File: config.mk
export PLATFORM = sky130hd
export DESIGN_NAME = parking_display_scan_ctrl
export DESIGN_NICKNAME = d
export VERILOG_FILES = /design/src/rtl/parking_display_scan_ctrl.sv
export SDC_FILE = /design/constraint.sdc
export NUM_CORES = 1
export LEC_CHECK = 0
export ABC_AREA = 1
export BUFFER_PORTS_ARGS = -buffer_cell sky130_fd_sc_hd__buf_2
export CAP_MARGIN = 10
export CORE_UTILIZATION = 40
export DETAILED_ROUTE_END_ITERATION = 16
export PLACE_DENSITY = 0.67
export SLEW_MARGIN = 20
export SYNTH_ARGS = -nofsm -noshare
export SYNTH_HDL_FRONTEND = slang
export SYNTH_SLANG_ARGS = --single-unit
File: constraint.sdc
create_clock -name clk -period 3.05 [get_ports clk]
set_input_delay 0.915 -clock clk [delete_from_list [all_inputs] [get_ports clk]]
set_output_delay 0.915 -clock clk [all_outputs]
set_load 0.02 [all_outputs]
File: src/rtl/parking_display_scan_ctrl.sv
// ---------------------------------------------------------------------------
// parking_display_scan_ctrl
//
// Purpose:
//   Time-multiplexes NUM_DIGITS per-zone free-space counts (0..4) onto one
//   shared BCD-to-7-segment decoder. Every digit slot is SCAN_DIV cycles long:
//   one dark BLANK cycle (dead time, so the previous digit never ghosts onto
//   the next one) followed by SCAN_DIV-1 SHOW cycles. The count of a zone is
//   captured once on SHOW entry so a digit never changes mid-slot.
//
// Ports:
//   clk          in   1             system clock, rising edge
//   rst          in   1             synchronous, active-high reset
//   enable       in   1             1 = scan the display, 0 = display dark
//   counts       in   3*NUM_DIGITS  zone i free count at counts[3*i+2:3*i]
//   seg_code     out  3             decoder binary input, 3'b111 = blank
//   digit_en     out  NUM_DIGITS    one-hot digit select, all-0 = none lit
//   frame_start  out  1             pulse on the first SHOW cycle of digit 0
//   range_err    out  1             sticky flag, illegal count (5..7) seen
//
// Parameters:
//   NUM_DIGITS   number of zones/digits, 2..8
//   SCAN_DIV     clk cycles per digit slot, >= 2
//   BLINK_DIV    frames per blink half-period, >= 1 (blink build only)
//
// Build option:
//   BLINK_FULL_EN  when defined, a zone showing 0 (full) blinks: in the off
//                  phase its slot shows blank while digit_en stays asserted.
//                  When undefined, 0 is always shown as 3'b000.
// ---------------------------------------------------------------------------
module parking_display_scan_ctrl #(
  parameter int NUM_DIGITS = 4,
  parameter int SCAN_DIV   = 50000,
  parameter int BLINK_DIV  = 64
) (
  input  logic                    clk,
  input  logic                    rst,
  input  logic                    enable,
  input  logic [3*NUM_DIGITS-1:0] counts,
  output logic [2:0]              seg_code,
  output logic [NUM_DIGITS-1:0]   digit_en,
  output logic                    frame_start,
  output logic                    range_err
);

  localparam int IW = $clog2(NUM_DIGITS);
  localparam int PW = $clog2(SCAN_DIV);

  localparam logic [1:0] ST_IDLE  = 2'd0;
  localparam logic [1:0] ST_BLANK = 2'd1;
  localparam logic [1:0] ST_SHOW  = 2'd2;

  localparam logic [PW-1:0] PRESC_TC = PW'(SCAN_DIV - 2);
  localparam logic [IW-1:0] IDX_LAST = IW'(NUM_DIGITS - 1);
  localparam logic [2:0]    SEG_BLANK = 3'b111;

  // Elaboration-time guard on the legal parameter ranges.
  if (NUM_DIGITS < 2 || NUM_DIGITS > 8) begin : g_bad_digits
    $error("NUM_DIGITS must be in 2..8");
  end
  if (SCAN_DIV < 2) begin : g_bad_div
    $error("SCAN_DIV must be >= 2");
  end
  if (BLINK_DIV < 1) begin : g_bad_blink
    $error("BLINK_DIV must be >= 1");
  end

  // Decoder code for a captured count: illegal values and blink-off zeros
  // both map to the decoder's blank code.
  function automatic logic [2:0] seg_sel(input logic [2:0] snap,
                                         input logic       hide_zero);
    if (snap > 3'd4)
      return SEG_BLANK;
    else if (hide_zero && (snap == 3'd0))
      return SEG_BLANK;
    else
      return snap;
  endfunction

  logic [1:0]            state_q, state_d;
  logic [IW-1:0]         idx_q, idx_d;
  logic [PW-1:0]         presc_q, presc_d;
  logic [2:0]            snap_q, snap_d;
  logic [2:0]            seg_q, seg_d;
  logic [NUM_DIGITS-1:0] den_q, den_d;
  logic                  fs_q, fs_d;
  logic                  rerr_q, rerr_d;

  logic [2:0]            cur_slice;
  logic                  show_entry;
  logic                  frame_wrap;
  logic                  hide_zero;

  // Count slice of the digit addressed by the current index.
  always_comb begin
    cur_slice = 3'd0;
    for (int i = 0; i < NUM_DIGITS; i++) begin
      if (idx_q == IW'(i)) cur_slice = counts[3*i +: 3];
    end
  end

  // Scan FSM: IDLE -> BLANK -> SHOW -> BLANK ... ; enable low always
  // returns to IDLE with the index and prescaler cleared, so a re-enable
  // restarts cleanly at digit 0 via a BLANK cycle.
  always_comb begin
    state_d    = state_q;
    idx_d      = idx_q;
    presc_d    = presc_q;
    snap_d     = snap_q;
    show_entry = 1'b0;
    frame_wrap = 1'b0;
    if (!enable) begin
      state_d = ST_IDLE;
      idx_d   = '0;
      presc_d = '0;
    end else begin
      case (state_q)
        ST_IDLE: begin
          state_d = ST_BLANK;
          idx_d   = '0;
          presc_d = '0;
        end
        ST_BLANK: begin
          state_d    = ST_SHOW;
          presc_d    = '0;
          snap_d     = cur_slice;
          show_entry = 1'b1;
        end
        ST_SHOW: begin
          if (presc_q == PRESC_TC) begin
            state_d = ST_BLANK;
            presc_d = '0;
            if (idx_q == IDX_LAST) begin
              idx_d      = '0;
              frame_wrap = 1'b1;
            end else begin
              idx_d = idx_q + 1'b1;
            end
          end else begin
            presc_d = presc_q + 1'b1;
          end
        end
        default: begin
          state_d = ST_IDLE;
          idx_d   = '0;
          presc_d = '0;
        end
      endcase
    end
  end

`ifdef BLINK_FULL_EN
  localparam int FW = (BLINK_DIV > 1) ? $clog2(BLINK_DIV) : 1;
  localparam logic [FW-1:0] FCNT_LAST = FW'(BLINK_DIV - 1);

  logic [FW-1:0] fcnt_q, fcnt_d;
  logic          phase_on_q, phase_on_d;

  // Frames are counted at each index wrap; the very first frame after
  // reset/re-enable starts from IDLE, so it is frame 0 with the on phase.
  // The phase only changes at BLANK entry, so it is stable for every SHOW.
  always_comb begin
    fcnt_d     = fcnt_q;
    phase_on_d = phase_on_q;
    if (state_d == ST_IDLE) begin
      fcnt_d     = '0;
      phase_on_d = 1'b1;
    end else if (frame_wrap) begin
      if (fcnt_q == FCNT_LAST) begin
        fcnt_d     = '0;
        phase_on_d = ~phase_on_q;
      end else begin
        fcnt_d = fcnt_q + 1'b1;
      end
    end
  end

  always_ff @(posedge clk) begin
    if (rst) begin
      fcnt_q     <= '0;
      phase_on_q <= 1'b1;
    end else begin
      fcnt_q     <= fcnt_d;
      phase_on_q <= phase_on_d;
    end
  end

  assign hide_zero = ~phase_on_d;
`else
  assign hide_zero = 1'b0;
`endif

  // Output next-state: outputs are registered alongside the FSM so they
  // reflect the state being entered on this edge.
  always_comb begin
    den_d  = '0;
    seg_d  = SEG_BLANK;
    fs_d   = 1'b0;
    rerr_d = rerr_q;
    if (state_d == ST_SHOW) begin
      den_d = {{(NUM_DIGITS-1){1'b0}}, 1'b1} << idx_d;
      seg_d = seg_sel(snap_d, hide_zero);
    end
    if (show_entry) begin
      fs_d = (idx_d == '0);
      if (cur_slice > 3'd4) rerr_d = 1'b1;
    end
  end

  always_ff @(posedge clk) begin
    if (rst) begin
      state_q <= ST_IDLE;
      idx_q   <= '0;
      presc_q <= '0;
      seg_q   <= SEG_BLANK;
      den_q   <= '0;
      fs_q    <= 1'b0;
      rerr_q  <= 1'b0;
    end else begin
      state_q <= state_d;
      idx_q   <= idx_d;
      presc_q <= presc_d;
      seg_q   <= seg_d;
      den_q   <= den_d;
      fs_q    <= fs_d;
      rerr_q  <= rerr_d;
    end
  end

  // The snapshot is pure data; it is always rewritten before it is shown.
  always_ff @(posedge clk) begin
    snap_q <= snap_d;
  end

  assign seg_code    = seg_q;
  assign digit_en    = den_q;
  assign frame_start = fs_q;
  assign range_err   = rerr_q;

endmodule
* Word level (Yosys, flattened, before mapping)
Index checks and enable logic that the tools add are counted.
Word-level totals: register bits 32, bits of input ports 15, output and inout port bits 9, word-level logic and storage cells 47
Operators by class: add/subtract/negate cells 2, order comparisons 2, equality and inequality tests 7, shift operators 1, multiplexer cells 15, bitwise logic cells 4, reductions and logical operators 8
Operators with widths (number):
- two-way mux 3 bit | 6
- adder 16 x 1 -> 16 bit, second input constant | 1
- == test 16 bit, second input constant | 1
- two-way mux 2 bit | 5
- == test 2 bit, second input constant | 4
- > comparator 3 bit, second input constant | 2
- logical NOT 2 bit | 3
- case mux 2 bit (3 select lines) | 1
- == test 2 x 1 -> 1 bit, second input constant | 2
- NOT 1 bit | 4
- case mux 2 bit (2 select lines) | 1
- OR reduction 2 bit | 2
- OR reduction 4 bit | 1
- << shifter 1 x 2 -> 4 bit, first input constant | 1
- OR reduction 3 bit | 1
- adder 2 x 1 -> 2 bit, second input constant | 1
- two-way mux 1 bit | 2
- AND reduction 2 bit | 1

* Longest topological paths before layout
Gate-level depths: netlist of run 1.
word-level depth 9, gate-level depth with buffers 13, depth with buffers taken out 13

* Worst setup path after synthesis of run 1
OpenSTA, ideal clock, no wires.
kind input-to-reg, start input enable, end register seg_q[2], in the netlist seg_code[2], setup time 120 ps, arrival time 1632 ps, data required time 2930 ps, path slack 1298 ps, cell stages on the path 6, path buffers 0, cell sequence inv_2 > nor2_1 > o21ai_1 > a21oi_4 > nand2_4 > or2_1
Between the ends: word-level cells in the longest chain between the ends 4, elaborated cells between the ends (all ways) 6, those cells by class order compare: 1; eq/ne: 1; mux: 2; bitwise: 1; reduce/logical: 1
Ends and longest elaborated chain:
- start: declaration | line 38 | input logic enable,
- branches (longest 4 deep; another with > comparator 3 bit)
- end signal: assignment | line 223 | seg_q <= seg_d;
- end: declaration | line 84 | logic [2:0] seg_q, seg_d;
Parallel ways; which one is timed is not known. A chain may end at the register's enable or synchronous reset.

* Worst setup path in the final report of run 1
start input enable, end register presc_q[10]
Between the ends: word-level cells in the longest chain between the ends 2
Ends and longest elaborated chain:
- NOT 1 bit (no source line)
- OR reduction 4 bit (no source line)
- end signal: assignment | line 222 | presc_q <= presc_d;
- end: declaration | line 82 | logic [PW-1:0] presc_q, presc_d;
No other way between the ends.

==> results of run 1 <==
==> report_power, final <==
| part | total, mW | internal [mW] | switching, mW |
|---|---|---|---|
| Combinational | 0.0621 | 0.0238 | 0.0383 |
| Clock | 0.396 | 0.242 | 0.154 |
| Sequential | 0.435 | 0.430 | 0.00443 |
==> Yosys cell counts <==
master / instances
nand2_1: 41
inv_2: 5
buf_2: 1
nor3b_1: 1
o21ai_1: 1
nor2_4: 2
nor3_2: 3
or2_1: 1
nand3_1: 17
nand4_1: 7
dfxtp_1: 32
nand2_2: 4
a21oi_1: 11
ha_1: 10
o21a_1: 1
a211oi_1: 1
inv_1: 30
xor2_1: 2
a21oi_4: 1
a22oi_1: 1
nand3_4: 1
nor3_1: 8
nand2_4: 4
o21ai_0: 8
nand3_2: 2
nor2_2: 1
nor2_1: 38
==> layout make-up <==
cell class / instances / area, µm²
fill: 407 / 2070
timing repair buffer: 23 / 115
sequential: 32 / 641
inverter: 35 / 131
clock inverter: 2 / 35.0
tap: 50 / 62.6
clock buffer: 6 / 72.6
multi-input combinational: 166 / 927
==> worst max-delay path, delay by kind of cell <==
kind / cells / cell delay [ns]
and+or+nand+nor: 2 / 0.60
buffers and inverters: 3 / 0.41
AOI/OAI and AO/OA: 2 / 0.24
==> per-layer routing <==
metal  up-vias  part of all wire  routed length (µm)  GRT usage
met5         -                 0                   0          0
met4         0             0.016                  50     0.0798
met3         5             0.040                 126     0.0405
met2        24              0.45                1420      0.255
met1       644              0.50                1590      0.181
li1        809                 -                   -          -
==> sequential cells by signal (all words and copies together), names as in the netlist <==
signal       count
presc_q         16
digit_en         4
seg_code         3
snap_q           3
idx_q            2
state_q          2
frame_start      1
range_err        1
==> cells by family (layout without fill, tap and decap cells) <==
group	count (synthesis)	count (layout)	synth area share
AO/OA/AOI/OAI	24	24	0.0815
XOR/XNOR	2	2	0.0103
adder cells (fa/ha/maj)	10	10	0.0734
buffers and inverters	36	66	0.0800
flip-flops	32	32	0.376
AND/OR/NAND/NOR	130	130	0.379
==> stage by stage <==
| step | std cells | power, mW | hold WS (ns) | setup WS [ns] | utilization |
|---|---|---|---|---|---|
| 3_5_place_dp | 306 | 0.506 | 0.471 | 0.791 | 0.463 |
| 3_3_place_gp | 306 | 0.506 | 0.464 | 0.839 | 0.463 |
| 6_report | 314 | 0.893 | 0.478 | 1.10 | 0.489 |
| 4_1_cts | 314 | 0.905 | 0.486 | 1.06 | 0.489 |
| 5_1_grt | 314 | 0.935 | 0.530 | 0.934 | 0.489 |
| 2_1_floorplan | 234 | 0.486 | 0.441 | 1.30 | - |
==> path summary, 6_finish.rpt <==
kind	start	endpoint	slack, ns	cells past startpoint
worst max-delay path	enable	presc_q[10]	1.10	7
worst min-delay path	presc_q[0]	presc_q[0]	0.48	1
worst max register to register	presc_q[0]	presc_q[10]	1.11	11
worst min register to register	presc_q[0]	presc_q[0]	0.48	1
==> results.cfg, run 1 <==
[outcome]
status = completed

[worst_setup_path]
cpPeakStageDelay_ns = 0.44
crit_path_end_kind = flop
cp-start-kind = primary input
crit_fanout = 13
path_cells = buf_2, inv_2, nor2_1, nand3_1, inv_1, o21ai_0, a21oi_1
slowest_stage = nand3_1
worstPathArrival_ns = 2.16
crit_required_ns = 3.27
path_class = primary input to flop

[grt]
grt_max_degree = 14
grt_pass1_vias = 1230
grt_pass1_wl_um = 5070
grtUsageTotal = 0.154
antenna_found_initial = 0
grt.overflow.total = 0

[clock_network]
cts_sinks = 32
clockBufferDepth = 2
cts_buffers = 5
clkTransAtPathRegs_ns = 0.07
ctsHoldBuffers = 0
clkLatencyLatePin_ns = 0.28
htree_levels = 2
clockRootBuffer = clkbuf_8
postCtsSetupRepairBufs = 0
cts-resized-gates = 0
tritoncts = done

[finish]
layout_common_cells = 41 x nand2_1, 38 x nor2_1, 32 x dfxtp_1
synthToLayoutAreaGrowth_pct = 16.4
final_nets = 288
layout-drive-gt1-share = 0.201
n_antenna_cell = 0
postLayoutCellArea_mm2 = 0.00198
final_common_cell = nand2_1

[flow_run]
maxCapViolCount = 0

[timing]
worst_slew_pin_slew_ns = 0.566
rsz0062_at_grt = false
period_minus_slack_ns = 1.95
hold_violations = 0
skew_ns = 0.00691
final-setup-viol-count = 0
finalCritPeriodShare = 0.639
slew-limit-headroom = 0.621
slew_viol_final = 0
setup_tns_ns = 0
fmax_mhz = 513

[logic_synthesis]
syn_inst = 234
synth_area_per_cell_um2 = 7.28
ys_warn_count = 0
synth_nets = 259
ys_types = 27
yosys.area.top_type = dfxtp_1
netlist.area_leader.share = 0.376
ys_seq_elements = 32
yosysSeqAreaShare = 0.376
synth_area_leaders = dfxtp_1 38%, nand2_1 9.0%, nor2_1 8.4%, ha_1 7.3%, inv_1 6.6%
netlist_area_mm2 = 0.00170

[floorplan]
start_util = 0.420
ios = 24
core_area_mm2 = 0.00406
die_w_um = 67.3
die-area_mm2 = 0.00453
num_rows = 23
die_height_um = 67.3

[route]
wl_per_cell_um = 10.1
vias_per_cell = 4.72
routed_wl_um = 3180
dr.first_iter.drc_count = 58
drt_pre_antenna_iters = 4
drc = 0
drtAntennaViolNets = 0
vias = 1482

[placement]
dpl.hpwl_um = 2480
finalWeightedCongestion = 0.798
portBuffers = 23
placed_area_mm2 = 0.00188

[power_and_ir_drop]
ir_drop_mv = 0.288
power.leakage_nw = 0.863
power_density_mw_per_mm2 = 450

[min_path]
hold_class = flop to flop
Note: power is estimated with default switching activity, not from simulation.
==> inputs of run 2 (changes only) <==
Settings changed: ABC_AREA 1 to 0.
Clock period 3.05 ns to 2.01 ns, I/O delays scaled along.
==> run 2 against run 1 <==
  * Utilization grew 3.1 points
  * Synthesized cell count shrank 25%
  * Sequential power grew 51%
  * Clock power grew 25%
  * Sequential cell count is the same
  * Via count shrank 10%
  * Worst hold slack lost 0.031 ns
  * First-iteration DRC count grew 55%
  * Combinational power grew 26%
  * Critical path depth shrank 1
  * Critical path type is now flop to flop
  * Critical endpoint is now frame_start
  * Largest cell class unchanged
  * Highest routed layer unchanged
==> results.cfg, run 2 <==
[outcome]
status = completed

[grt]
grt_max_degree = 17
grt_pass1_vias = 1322
grt_pass1_wl_um = 5430
antenna_found_initial = 0
grtUsageTotal = 0.167
grt.overflow.total = 0

[route]
routed_wl_um = 3160
drt_pre_antenna_iters = 4
vias_per_cell = 5.03
drtAntennaViolNets = 0
drc = 0
wl_per_cell_um = 12.0
vias = 1327
dr.first_iter.drc_count = 90

[min_path]
hold_depth = 2
hold_class = flop to flop
hold_path.startpoint = range_err
worstHoldEndpoint = range_err

[logic_synthesis]
ys_types = 36
ys_warn_count = 0
yosys-top-cells-count = 32 x dfxtp_1, 18 x nor2_1, 11 x inv_1, 11 x nand2_1, 10 x ha_1
synthMuxAreaShare = 0.0393
synth-xor-area-share = 0.0660
yosysMostFrequentCell = dfxtp_1
netlist_area_mm2 = 0.00159
synth_compound_area_frac = 0.105
synth_area_per_cell_um2 = 9.04
synth_area_leaders = dfxtp_1 40%, ha_1 7.9%, xor2_1 5.0%, nor2_1 4.2%, nand3_1 2.8%
synth_edf_count = 0
syn_inst = 176
synth-main-ff-cell = dfxtp_1
async_flop_share = 0
yosys.area.top_type = dfxtp_1
yosysSeqAreaShare = 0.403
netlist.area_leader.share = 0.403
ys_seq_elements = 32
synthAdderAreaFrac = 0.0786
synthSimpleGateAreaFrac = 0.269
synth_nets = 201
synth_top_family_by_area = simple AND/OR/NAND/NOR gates

[timing]
final-setup-viol-count = 0
fin_ws_ns = 0.144
skew_ns = 0.00209
finalCritPeriodShare = 0.928
slew-limit-headroom = 0.760
whs_ns = 0.447
period_minus_slack_ns = 1.87
rsz0062_at_grt = false
hold_violations = 0
worst_slew_pin_slew_ns = 0.358
fmax_mhz = 536
setup_tns_ns = 0
slew_viol_final = 0

[clock_network]
tritoncts = done
clkTransAtPathRegs_ns = 0.06
clockBufferDepth = 2
clkLatencyLatePin_ns = 0.27
htree_levels = 2
ctsHoldBuffers = 0
cts_buffers = 5
cts_sinks = 32
clockRootBuffer = clkbuf_8

[floorplan]
die-area_mm2 = 0.00423
die_w_um = 65.1
die_height_um = 65.1
num_rows = 22
start_util = 0.425
ios = 24
core_area_mm2 = 0.00374

[worst_setup_path]
cp-start-kind = flop
r2r_setup_slack_ns = 0.14
crit_path_end_kind = flop
r2r-start = presc_q[5]
crit_fanout = 5
worstPathArrival_ns = 2.02
rr_worst_depth = 6
path_class = flop to flop
reg2reg_to = frame_start
crit_required_ns = 2.17

[placement]
place_inst = 254
finalWeightedCongestion = 0.812
post-place-ws_ns = -0.00825
dpl.hpwl_um = 2290
portBuffers = 23

[power_and_ir_drop]
sw_frac_of_total = 0.217
power.leakage_nw = 0.768
internal-power_mw = 0.965
p_clk_frac = 0.401
seqPwrFrac = 0.535
power.share.combinational = 0.064
power_density_mw_per_mm2 = 633
ir_drop_mv = 0.556
power_switching_mw = 0.267

[finish]
regMostFlops = presc_q
n_antenna_cell = 0
seqCellArea_um2 = 641
final_common_cell = dfxtp_1
instances_no_fill = 264
final.fill_count = 400
multi_input_area_um2 = 902
final_core_utilization = 0.520
layout_common_cells = 32 x dfxtp_1, 23 x buf_2, 18 x nor2_1
largest_reg_flops = 16
synthToLayoutAreaGrowth_pct = 22.3
layout-drive-gt1-share = 0.231
final_nets = 240

[flow_run]
maxCapViolCount = 0
## run 2: kinds of logic (layout without fill, tap and decap cells)
| group | count (synthesis) | in the layout |
|---|---|---|
| AO/OA/AOI/OAI | 25 | 25 |
| XOR/XNOR | 12 | 12 |
| adder cells (fa/ha/maj) | 10 | 10 |
| buffers and inverters | 15 | 55 |
| flip-flops | 32 | 32 |
| multiplexers | 6 | 6 |
| AND/OR/NAND/NOR | 76 | 76 |
## run 2: power groups by stage
| stage | registers [mW] | logic [mW] | clock network (mW) |
|---|---|---|---|
| final | 0.659 | 0.0784 | 0.495 |
| after global routing | 0.661 | 0.0895 | 0.546 |
| after CTS | 0.659 | 0.0779 | 0.515 |
| after detailed placement | 0.673 | 0.0769 | 0 |
| after global placement | 0.672 | 0.0766 | 0 |
| after floorplan | 0.675 | 0.0428 | 0 |
## run 2: how the worst max path moves through the flow
stage,start,cells past startpoint,end
final,presc_q[5],6,frame_start
after global routing,presc_q[5],6,digit_en[3]
after CTS,presc_q[11],4,digit_en[2]
after detailed placement,presc_q[5],4,frame_start
after global placement,presc_q[5],4,presc_q[11]
after floorplan,presc_q[5],4,digit_en[2]
## run 2: per-stage QoR
step                instance area [µm²]  power, mW
floorplan                          1590      0.717
global placement                   1830      0.749
detailed placement                 1830      0.750
CTS                                1920       1.25
global route                       1950       1.30
finish                             1950       1.23
## run 2: repair_timing
| item | in CTS | in global routing |
|---|---|---|
| endpoints found under the setup margin | 3 | 5 |
| pin swaps | 1 | 1 |
| setup buffers | 1 | 1 |
| gates resized for setup | 0 | 4 |
## run 2: cell type report
class                      instances  share of cell area
multi-input combinational        129               0.463
sequential                        32               0.329
inverter                          11              0.0212
clock buffer                       8              0.0463
timing repair buffer              36               0.109
tap                               48              0.0308
## run 2: critical path: stages, from the launching register on
cell     delay, ns
dfxtp_1       0.30
or4b_1        0.57
nor4_4        0.22
buf_4         0.18
buf_4         0.13
mux2i_2       0.25
nor3_1        0.09
## run 2: routing by layer
metal,up-vias,GRT usage,wire (µm),share of wire
li1,699,-,-,-
met1,604,0.210,1590,0.50
met2,20,0.263,1430,0.45
met3,4,0.0475,100,0.032
met4,0,0.0734,34,0.011
met5,-,0,0,0
==> inputs of run 3 (changes only) <==
Settings changed: CTS_BUF_LIST from default to sky130_fd_sc_hd__clkbuf_4 sky130_fd_sc_hd__clkbuf_8 sky130_fd_sc_hd__clkbuf_16.
Clock period 2.01 ns to 2.3 ns, I/O delays scaled along.
==> run 3 against run 2 <==
  * Global-route usage shrank 0.25 points
  * Worst hold slack gained 0.013 ns
  * Cell count shrank 4.9%
  * Sequential power shrank 12%
  * Critical path type unchanged
  * Critical endpoint is now digit_en[2]
==> results.cfg, run 3 (synthesized netlist as in run 2, its figures left out) <==
[route]
vias_per_cell = 5.04
dr.first_iter.drc_count = 35
drtAntennaViolNets = 0
vias = 1264
wl_per_cell_um = 11.8
drc = 0
routed_wl_um = 2960
drt_pre_antenna_iters = 4

[floorplan]
start_util = 0.425
die_height_um = 65.1
die_w_um = 65.1
ios = 24
num_rows = 22
core_area_mm2 = 0.00374
die-area_mm2 = 0.00423

[placement]
placed_area_mm2 = 0.00175
post-place-ws_ns = 0.189
portBuffers = 23
dpl.hpwl_um = 2100
finalWeightedCongestion = 0.751

[grt]
grt_pass1_vias = 1198
use_met3 = 0.0581
grt_max_degree = 17
grt_use_met2 = 0.236
grtUsageTotal = 0.164
grt_use_met1 = 0.219
grt.overflow.total = 0
grt_pass1_wl_um = 5290
top_usage_layer = met2
antenna_found_initial = 0

[timing]
worst_slew_pin_slew_ns = 0.454
fin_ws_ns = 0.241
slew_viol_final = 0
slew-limit-headroom = 0.695
final-setup-viol-count = 0
skew_ns = 0.00614
setup_tns_ns = 0
hold_violations = 0
period_minus_slack_ns = 2.06
rsz0062_at_grt = false
fmax_mhz = 486
finalCritPeriodShare = 0.895

[power_and_ir_drop]
power.leakage_nw = 0.701
power_density_mw_per_mm2 = 594
ir_drop_mv = 0.295
p_total_mw = 1.10

[clock_network]
clkTransAtPathRegs_ns = 0.06
htree_levels = 2
postCtsSetupRepairBufs = 0
ctsHoldBuffers = 0
cts_sinks = 32
cts_buffers = 5
clockRootBuffer = clkbuf_8
clockBufferDepth = 2
clkLatencyLatePin_ns = 0.28
tritoncts = done
cts-resized-gates = 0

[finish]
layout_common_cells = 32 x dfxtp_1, 23 x buf_2, 18 x nor2_1
n_antenna_cell = 0
seqCellArea_um2 = 641
final_core_utilization = 0.494
multi_input_area_um2 = 887
synthToLayoutAreaGrowth_pct = 16.1
postLayoutCellArea_mm2 = 0.00185
layout-drive-gt1-share = 0.182
final_common_cell = dfxtp_1
final_nets = 228
final.fill_count = 368
regMostFlops = presc_q
largest_reg_flops = 16

[outcome]
status = completed

[worst_setup_path]
path_class = flop to flop
crit_required_ns = 2.50
crit_path_end_kind = flop
worstPathArrival_ns = 2.26
cp-start-kind = flop
crit_fanout = 6
rr_worst_depth = 4

[flow_run]
maxCapViolCount = 0

[min_path]
hold_class = flop to flop
hold_depth = 2
run 3: layer usage:
layer | vias up | routed length, µm
met1 | 567 | 1590
met3 | 6 | 120
met5 | - | 0
li1 | 675 | -
met2 | 16 | 1200
met4 | 0 | 54
run 3: worst max-delay path, cell delays in order (launching register included):
cell and delay [ns]:
dfxtp_1 0.33, or4b_1 0.57, nor4_4 0.48, mux2_2 0.41, nor3_1 0.18
run 3: area by class of cell:
cell class                 count  area share
inverter                      11      0.0223
clock buffer                   7      0.0521
multi-input combinational    129       0.480
sequential                    32       0.347
timing repair buffer          24      0.0664
tap                           48      0.0325
run 3: final timing paths:
kind                 endpoint  slack, ns       start
setup / recovery  digit_en[2]       0.24  presc_q[5]
hold / removal      range_err       0.46   range_err
setup reg to reg  digit_en[2]       0.24  presc_q[5]
hold reg to reg     range_err       0.46   range_err
run 3: stage by stage:
stage	cells	hold WS [ns]
detailed placement	244	0.453
finish	251	0.460
floorplan	176	0.449
global placement	244	0.468
CTS	251	0.462
global route	251	0.478
run 3: power by group:
part	leakage, nW	internal, mW	total [mW]	switching (mW)
combinational	0.391	0.0264	0.0624	0.0360
clock	0.0503	0.266	0.458	0.192
sequential	0.259	0.570	0.577	0.00686
